===== src/rtl/sprite_pkg.sv =====
// sprite_pkg: shared types and defaults for the sprite blitter.
//   state_e        FSM state encoding
//   color_t        24-bit RGB colour
//   SCREEN_W_DEF   default visible width  (640)
//   SCREEN_H_DEF   default visible height (480)
//   KEY_COLOR_DEF  default transparent colour (white)
//   coord_clipped  true when an 11-bit screen coordinate is off-screen
package sprite_pkg;

  typedef enum logic [2:0] {
    ST_IDLE    = 3'd0,
    ST_ISSUE   = 3'd1,
    ST_CAPTURE = 3'd2,
    ST_EMIT    = 3'd3,
    ST_DONE    = 3'd4
  } state_e;

  typedef logic [23:0] color_t;

  localparam int     SCREEN_W_DEF  = 640;
  localparam int     SCREEN_H_DEF  = 480;
  localparam color_t KEY_COLOR_DEF = 24'hFFFFFF;

  // Bit 10 means the sum overflowed past 1023, which is never on-screen.
  function automatic logic coord_clipped(input logic [10:0] coord, input int limit);
    return coord[10] || (32'(coord) >= limit);
  endfunction

endpackage


===== src/rtl/sprite_pixel_counter.sv =====
// sprite_pixel_counter: column/row walker over one sprite.
//   Clk, Reset_n  clock and synchronous active-low reset
//   clear         zero both counters
//   advance       step to the next pixel in raster order
//   col, row      current pixel position inside the sprite
//   last          current pixel is the bottom-right one
module sprite_pixel_counter #(
  parameter int SPR_W = 8,
  parameter int SPR_H = 8,
  parameter int COL_W = 3,
  parameter int ROW_W = 3
) (
  input  logic             Clk,
  input  logic             Reset_n,
  input  logic             clear,
  input  logic             advance,
  output logic [COL_W-1:0] col,
  output logic [ROW_W-1:0] row,
  output logic             last
);

  logic [COL_W-1:0] col_q, col_d;
  logic [ROW_W-1:0] row_q, row_d;
  logic             col_at_end;

  assign col_at_end = (col_q == COL_W'(SPR_W - 1));

  always_comb begin
    col_d = col_q;
    row_d = row_q;
    if (clear) begin
      col_d = '0;
      row_d = '0;
    end else if (advance) begin
      if (col_at_end) begin
        col_d = '0;
        row_d = row_q + ROW_W'(1);
      end else begin
        col_d = col_q + COL_W'(1);
      end
    end
  end

  always_ff @(posedge Clk) begin
    if (!Reset_n) begin
      col_q <= '0;
      row_q <= '0;
    end else begin
      col_q <= col_d;
      row_q <= row_d;
    end
  end

  assign col  = col_q;
  assign row  = row_q;
  assign last = col_at_end && (row_q == ROW_W'(SPR_H - 1));

endmodule


===== src/rtl/sprite_blitter.sv =====
// sprite_blitter: walks one SPR_W x SPR_H sprite out of a 1-cycle-latency ROM,
// translates each pixel to screen space, clips it, optionally colour-keys it,
// and offers surviving pixels on a valid/ready port.
//   Clk, Reset_n             clock, synchronous active-low reset
//   start, spr_x, spr_y,     sprite request; position and ROM base latched
//   base_addr                when start is accepted in IDLE
//   busy, done               busy from accept until DONE exits; done pulse
//   read_address, rom_data   ROM request (registered) / colour one cycle later
//   px_valid, px_ready       pixel handshake
//   px_x, px_y, px_color     pixel payload, stable while px_valid is high
// Build option: define SPRITE_KEY_EN to drop pixels equal to KEY_COLOR.
//
// state   | meaning
// IDLE    | waiting for start
// ISSUE   | present ROM address for current pixel
// CAPTURE | take ROM colour, compute screen position, decide drop/emit
// EMIT    | offer pixel until px_ready
// DONE    | one-cycle done pulse, then back to IDLE
module sprite_blitter
  import sprite_pkg::*;
#(
  parameter int     SPR_W     = 8,
  parameter int     SPR_H     = 8,
  parameter int     ADDR_W    = 19,
  parameter int     SCREEN_W  = SCREEN_W_DEF,
  parameter int     SCREEN_H  = SCREEN_H_DEF,
  parameter color_t KEY_COLOR = KEY_COLOR_DEF
) (
  input  logic              Clk,
  input  logic              Reset_n,
  input  logic              start,
  input  logic [9:0]        spr_x,
  input  logic [9:0]        spr_y,
  input  logic [ADDR_W-1:0] base_addr,
  output logic              busy,
  output logic              done,
  output logic [ADDR_W-1:0] read_address,
  input  color_t            rom_data,
  output logic              px_valid,
  input  logic              px_ready,
  output logic [9:0]        px_x,
  output logic [9:0]        px_y,
  output color_t            px_color
);

  localparam int COL_W = (SPR_W > 1) ? $clog2(SPR_W) : 1;
  localparam int ROW_W = (SPR_H > 1) ? $clog2(SPR_H) : 1;

`ifdef SPRITE_KEY_EN
  localparam bit KEY_EN = 1'b1;
`else
  localparam bit KEY_EN = 1'b0;
`endif

  state_e            state_q, state_d;
  logic              busy_q, busy_d;
  logic              done_q, done_d;
  logic              px_valid_q, px_valid_d;
  logic [ADDR_W-1:0] addr_q, addr_d;
  logic [9:0]        px_x_q, px_x_d;
  logic [9:0]        px_y_q, px_y_d;
  color_t            px_color_q, px_color_d;
  logic [9:0]        spr_x_q, spr_x_d;
  logic [9:0]        spr_y_q, spr_y_d;
  logic [ADDR_W-1:0] base_q, base_d;

  logic             cnt_clear, cnt_adv, cnt_last;
  logic [COL_W-1:0] col;
  logic [ROW_W-1:0] row;
  logic [10:0]      x_sum, y_sum;
  logic             drop;

  sprite_pixel_counter #(
    .SPR_W (SPR_W),
    .SPR_H (SPR_H),
    .COL_W (COL_W),
    .ROW_W (ROW_W)
  ) u_counter (
    .Clk     (Clk),
    .Reset_n (Reset_n),
    .clear   (cnt_clear),
    .advance (cnt_adv),
    .col     (col),
    .row     (row),
    .last    (cnt_last)
  );

  assign x_sum = {1'b0, spr_x_q} + 11'(col);
  assign y_sum = {1'b0, spr_y_q} + 11'(row);
  assign drop  = coord_clipped(x_sum, SCREEN_W) || coord_clipped(y_sum, SCREEN_H) ||
                 (KEY_EN && (rom_data == KEY_COLOR));

  always_comb begin
    state_d    = state_q;
    busy_d     = busy_q;
    done_d     = 1'b0;
    px_valid_d = px_valid_q;
    addr_d     = addr_q;
    px_x_d     = px_x_q;
    px_y_d     = px_y_q;
    px_color_d = px_color_q;
    spr_x_d    = spr_x_q;
    spr_y_d    = spr_y_q;
    base_d     = base_q;
    cnt_clear  = 1'b0;
    cnt_adv    = 1'b0;

    case (state_q)
      ST_IDLE: begin
        if (start) begin
          spr_x_d   = spr_x;
          spr_y_d   = spr_y;
          base_d    = base_addr;
          cnt_clear = 1'b1;
          busy_d    = 1'b1;
          state_d   = ST_ISSUE;
        end
      end
      ST_ISSUE: begin
        addr_d  = base_q + ADDR_W'(row) * ADDR_W'(SPR_W) + ADDR_W'(col);
        state_d = ST_CAPTURE;
      end
      ST_CAPTURE: begin
        px_color_d = rom_data;
        px_x_d     = x_sum[9:0];
        px_y_d     = y_sum[9:0];
        if (drop) begin
          cnt_adv = 1'b1;
          if (cnt_last) begin
            done_d  = 1'b1;
            state_d = ST_DONE;
          end else begin
            state_d = ST_ISSUE;
          end
        end else begin
          px_valid_d = 1'b1;
          state_d    = ST_EMIT;
        end
      end
      ST_EMIT: begin
        if (px_ready) begin
          px_valid_d = 1'b0;
          cnt_adv    = 1'b1;
          if (cnt_last) begin
            done_d  = 1'b1;
            state_d = ST_DONE;
          end else begin
            state_d = ST_ISSUE;
          end
        end
      end
      ST_DONE: begin
        busy_d  = 1'b0;
        state_d = ST_IDLE;
      end
      default: begin
        busy_d     = 1'b0;
        px_valid_d = 1'b0;
        state_d    = ST_IDLE;
      end
    endcase
  end

  always_ff @(posedge Clk) begin
    if (!Reset_n) begin
      state_q    <= ST_IDLE;
      busy_q     <= 1'b0;
      done_q     <= 1'b0;
      px_valid_q <= 1'b0;
      addr_q     <= '0;
      px_x_q     <= '0;
      px_y_q     <= '0;
      px_color_q <= '0;
      spr_x_q    <= '0;
      spr_y_q    <= '0;
      base_q     <= '0;
    end else begin
      state_q    <= state_d;
      busy_q     <= busy_d;
      done_q     <= done_d;
      px_valid_q <= px_valid_d;
      addr_q     <= addr_d;
      px_x_q     <= px_x_d;
      px_y_q     <= px_y_d;
      px_color_q <= px_color_d;
      spr_x_q    <= spr_x_d;
      spr_y_q    <= spr_y_d;
      base_q     <= base_d;
    end
  end

  assign busy         = busy_q;
  assign done         = done_q;
  assign px_valid     = px_valid_q;
  assign read_address = addr_q;
  assign px_x         = px_x_q;
  assign px_y         = px_y_q;
  assign px_color     = px_color_q;

endmodule


===== config.mk =====
export PLATFORM = sky130hd
export DESIGN_NAME = sprite_blitter
export DESIGN_NICKNAME = d
export VERILOG_FILES = /design/src/rtl/sprite_pkg.sv /design/src/rtl/sprite_pixel_counter.sv /design/src/rtl/sprite_blitter.sv
export SDC_FILE = /design/constraint.sdc
export NUM_CORES = 1
export LEC_CHECK = 0
export BUFFER_PORTS_ARGS = -buffer_cell sky130_fd_sc_hd__buf_2
export CORE_MARGIN = 2
export CORE_UTILIZATION = 39
export CTS_CLUSTER_DIAMETER = 30
export DETAILED_ROUTE_END_ITERATION = 6
export GPL_ROUTABILITY_DRIVEN = 1
export HOLD_SLACK_MARGIN = 0.03
export SLEW_MARGIN = 20
export SYNTH_ARGS = -nofsm -noshare
export SYNTH_HDL_FRONTEND = slang
export SYNTH_SLANG_ARGS = --single-unit

===== constraint.sdc =====
create_clock -name Clk -period 2.9 [get_ports Clk]
set_clock_uncertainty 0.1 [all_clocks]
set_input_delay 0.435 -clock Clk [delete_from_list [all_inputs] [get_ports Clk]]
set_output_delay 0.435 -clock Clk [all_outputs]
set_load 0.03 [all_outputs]

# After elaboration in Yosys (flattened, before gate mapping)
# Index checks and enable logic that the tools add are counted.
word_totals:
  reg_bits: 114
  inputBits: 67
  out_inout_bits: 66
  word_cells: 66
op_classes:
  n_addsub: 6
  order_cmp: 2
  eq_ne: 9
  mux: 20
  n_bitwise: 3
  reduce_logical: 13
ops:
  columns: ["operator", "count"]
  rows:
  - ["$add 10x3->11", 2]
  - ["$add 19x3->19", 1]
  - ["$add 19x6->19", 1]
  - ["$mux 3", 5]
  - ["$pmux 3 s4", 1]
  - ["$ge 11x10->1 const B", 1]
  - ["$ge 11x9->1 const B", 1]
  - ["$mux 1", 10]
  - ["$eq 3x3->1 const B", 3]
  - ["$reduce_and 2->1", 4]
  - ["$add 3x1->3 const B", 2]
  - ["$eq 3x2->1 const B", 2]
  - ["$ne 2x2->1 const B", 3]
  - ["$pmux 1 s2", 3]
  - ["$reduce_or 3->1", 2]
  - ["$eq 3x1->1 const B", 1]
  - ["$logic_not 3->1", 1]
  - ["$logic_or 1x1->1", 3]
  - ["$not 1->1", 3]
  - ["$pmux 1 s3", 1]
  - ["$reduce_and 3->1", 1]
  - ["$reduce_or 2->1", 1]
  - ["$logic_and 1x1->1", 1]

# Longest topological paths before layout
depth:
  word_depth: 7
  mapped_depth: 9
  ltp_nobuf: 9

# By module
# Synthesis repeated with hierarchy kept, for this count alone.
unflattened:
  cells_unflattened: 610
  hier_area_um2: 5182.5
modules_own_cells:
  columns: ["module", "n_inst", "cells_each", "area_per_inst_um2", "seq_area_each_um2"]
  rows:
  - ["sprite_blitter", 1, 581, 4874.7, 2162.1]
  - ["sprite_pixel_counter", 1, 29, 307.8, 120.1]

# Least setup slack after synthesis
# Ideal clock, no wire load.
synth_timing:
  path_type: "register to register"
  start: "register u_counter.col_q[0], in the netlist u_counter.col[0]"
  end: "register u_counter.col_q[0], in the netlist u_counter.col[0]"
  setup_ns: 0.070
  arrival_time_ns: 2.489
  required_time_ns: 2.730
  slack_ns: 0.241
  stages_incl_launch_ff: 10
  path_buffers: 0
  period_less_slack_ns: 2.659
  path_cell_list: "dfxtp_1 > ha_1 > inv_1 > fa_1 > nand2b_1 > a2111oi_2 > a2111oi_2 > and4_4 > or4_1 > a21oi_1"
synth_via:
  elab_chain_len: 6
  elab_cells_between_ends: 9
  classes_between: "add/sub: 2; order compare: 1; eq/ne: 1; mux: 3; reduce/logical: 2"
synth_lines:
  columns: ["element", "line", "source"]
  rows:
  - ["start, declared", "sprite_pixel_counter.sv:22", "logic [COL_W-1:0] col_q, col_d;"]
  - ["start signal, assigned", "sprite_pixel_counter.sv:49", "col_q <= col_d;"]
  - ["$add 10x3->11", "sprite_blitter.sv:88", "assign x_sum = {1'b0, spr_x_q} + 11'(col);"]
  - ["$ge 11x10->1", "sprite_pkg.sv:26", "return coord[10] || (32'(coord) >= limit);"]
  - ["$logic_or 1x1->1", "sprite_pkg.sv:26", null]
  - ["$logic_or 1x1->1", "sprite_blitter.sv:90", "assign drop = coord_clipped(x_sum, SCREEN_W) || coord_clipped(y_sum, SCREEN_H) ||"]
  - ["$mux 1", "sprite_blitter.sv:127", "if (drop) begin"]
  - ["$pmux 1 s2", "sprite_blitter.sv:108", "case (state_q)"]
# Several ways; a longest one is shown, not always the timed one.
# A chain may end at the register's enable or synchronous reset.

# Final worst setup path
# Same ends and word-level chain as after synthesis.

==> flow_summary.json <==
{
  "status": "finished, final reports clean",
  "cts-htree-levels": 4,
  "syn_nets": 734,
  "antenna_found_initial": 0,
  "required_ns": 3.14,
  "ys_seq_elements": 114,
  "met3_usage_pct": 5.364,
  "layout_min_cycle_time_ns": 2.759,
  "ys.flop_type": "dfxtp_1",
  "worst_pin_slew_ns": 0.6381,
  "core_area_sq_um": 13140,
  "grt.overflow.total": 0,
  "setup.worst_path.start_class": "flip-flop",
  "dpl.hpwl_microns": 9745,
  "hold_viol_final": 0,
  "fmax_mhz": 362.5,
  "synth_most_common_cell": "nand2_1",
  "gp_congestion": 0.8698,
  "path_clk_slew_ns": 0.05,
  "grt_pass1_wl_microns": 21700,
  "clk_latency_ns": 0.41,
  "top_usage_layer": "met2",
  "finalSetupTns_ns": 0,
  "drive_gt1_share_pct": 24.11,
  "die_height_microns": 119.4,
  "viasPerCell": 5.043,
  "wire_per_inst_microns": 13.89,
  "syn-cell-area_sq_um": 5191,
  "instances_no_fill": 960,
  "cp_max_fo": 6,
  "met2_usage_pct": 31.72,
  "final_max_slew_viol_count": 0,
  "placement.io_buffers": 132,
  "power_density_nw_per_um2": 679.8,
  "clockBufferDepth": 2,
  "cts_hold_buf": 0,
  "synth.distinct_cells": 50,
  "grt_max_degree": 49,
  "synthArstFlopShare_pct": 0,
  "setup_viol": 0,
  "slew-limit-headroom_pct": 57.40,
  "area_growth_pct": 28.78,
  "dpl.cell_count": 928,
  "clock_sinks": 114,
  "die_area_sq_um": 14250,
  "syn_avg_cell_area_sq_um": 8.011,
  "yosysTopAreaCellShare_pct": 43.96,
  "crit_type": "reg -> reg",
  "netlist_instances": 648,
  "leakagePower_nw": 2.783,
  "vias": 4841,
  "synth.area.top_cells": "dfxtp_1 44%, nand2_1 12%, a21oi_1 8.9%, ha_1 3.9%, a211oi_1 3.0%",
  "globalRouteTotalUtil_pct": 19.14,
  "min_path_type": "in -> reg",
  "end_kind": "flip-flop",
  "max_cap_violations": 0,
  "synth_common_cells": "163 x nand2_1, 114 x dfxtp_1, 92 x a21oi_1",
  "yosysWarnings": 0,
  "worstPathArrival_ns": 3.00,
  "ys_seq_area_share_pct": 43.96,
  "antenna_cells": 0,
  "initial_utilization_pct": 39.51,
  "ios": 133,
  "die_w_microns": 119.4,
  "irDropWorstVdd_mv": 0.3917,
  "grt_use_met1_pct": 24.37,
  "drtIter0Drc": 250,
  "row_count": 42,
  "first_pass_iters": 4,
  "synth_top_area_cell": "dfxtp_1",
  "totalWireLength_microns": 13340,
  "cts_root_buf": "clkbuf_16",
  "drc": 0,
  "min_period_over_period_pct": 95.13,
  "finalNetCount": 857,
  "cts_tree": "yes",
  "cts_buffers": 17,
  "ant_nets": 0,
  "synth_edf_count": 0,
  "grt_pass1_vias": 4467
}
[kinds of logic (layout without fill, tap and decap cells)]
| group | count (synthesis) | in the layout | share of synthesized area [%] |
|---|---|---|---|
| xor+xnor | 24 | 24 | 4.049 |
| flops | 114 | 114 | 43.96 |
| compound gates | 155 | 155 | 17.96 |
| buf+inv | 54 | 190 | 3.953 |
| mux | 8 | 8 | 1.567 |
| fa+ha+maj | 19 | 19 | 5.013 |
| simple gates | 274 | 274 | 23.50 |
[power by group]
group | total (W) | internal, W | switching [W]
logic | 0.000535 | 0.000183 | 0.000353
clock network | 0.00227 | 0.00156 | 0.000711
registers | 0.00174 | 0.00166 | 0.0000765
[repair_timing]
item,in CTS,in global routing
setup buffers,0,0
endpoints found under the setup margin,0,2
gates resized for setup,0,3
[critical path, stage by stage (launching register included)]
cell,delay (ns)
dfxtp_1,0.39
ha_1,0.20
inv_1,0.06
fa_1,0.40
nand2b_1,0.22
a2111oi_4,0.41
a2111oi_2,0.08
and4_4,0.24
or4_1,0.46
a21oi_1,0.13
[layout make-up]
cell class / instances / area (sq um)
fillers: 1290 / 6452
multi-input cells: 480 / 2735
flip-flops and latches: 114 / 2282
repair buffers: 141 / 740.7
clock buffers: 21 / 460.4
well taps: 176 / 220.2
clock inverters: 11 / 182.7
inverters: 17 / 63.81
[layout by cell type, fill, tap and decap left out, drive strengths merged, types with 2 or more instances in the layout]
master,n
o21a,2
nand2,163
o21ai,19
buf,141
nor3,13
nand3,19
a21boi,2
a2111oi,5
o221ai,2
clkinv,5
a21o,3
mux2i,7
or3,5
and4,3
nand4b,3
bufinv,5
fa,3
and3,6
nand2b,3
or2,3
nor4,4
xor2,10
a211oi,22
ha,16
a21oi,93
xnor2,14
nor2b,4
nand4,8
clkbuf,21
inv,17
nor2,36
dfxtp,114
[per-stage QoR]
step / hold slack [ns] / worst slack [ns] / cell area (sq um) / utilization (%) / power (W)
after global placement: 0.3388 / 0.1992 / 6023 / 45.85 / 0.002300
after CTS: 0.1496 / 0.09259 / 6666 / 50.74 / 0.004582
after detailed placement: 0.3462 / 0.1466 / 6023 / 45.85 / 0.002310
final: 0.1575 / 0.1412 / 6685 / 50.89 / 0.004545
after global routing: 0.1511 / -0.01732 / 6685 / 50.89 / 0.004730
after floorplan: 0.3406 / 0.2413 / 5191 / - / 0.002120
[worst paths after layout]
check	from	to	slack (ns)	cells after the start
worst max-delay path	u_counter.col[0]$_SDFFE_PP0P_	u_counter.col[0]$_SDFFE_PP0P_	0.14	9
worst min-delay path	base_addr[13]	base_q[13]$_SDFFE_PN0P_	0.16	3
worst max register to register	u_counter.col[0]$_SDFFE_PP0P_	u_counter.col[0]$_SDFFE_PP0P_	0.14	9
worst min register to register	px_y[3]$_SDFFE_PN0P_	px_y[3]$_SDFFE_PN0P_	0.35	2
[registers in the layout, summed over array words and instances (netlist names)]
register and cells:
u_counter.col 3, busy 1, px_valid 1, px_color 24, spr_x_q 10, px_x 10, state_q 3, done 1
px_y 10, u_counter.row 3, read_address 19, spr_y_q 10, base_q 19
[layer usage]
metal,up-vias,wire [microns]
met5,-,0
met4,0,142
met1,2252,6275
met2,98,6331
li1,2479,-
met3,12,588
Power figures use the tool's default switching activity.
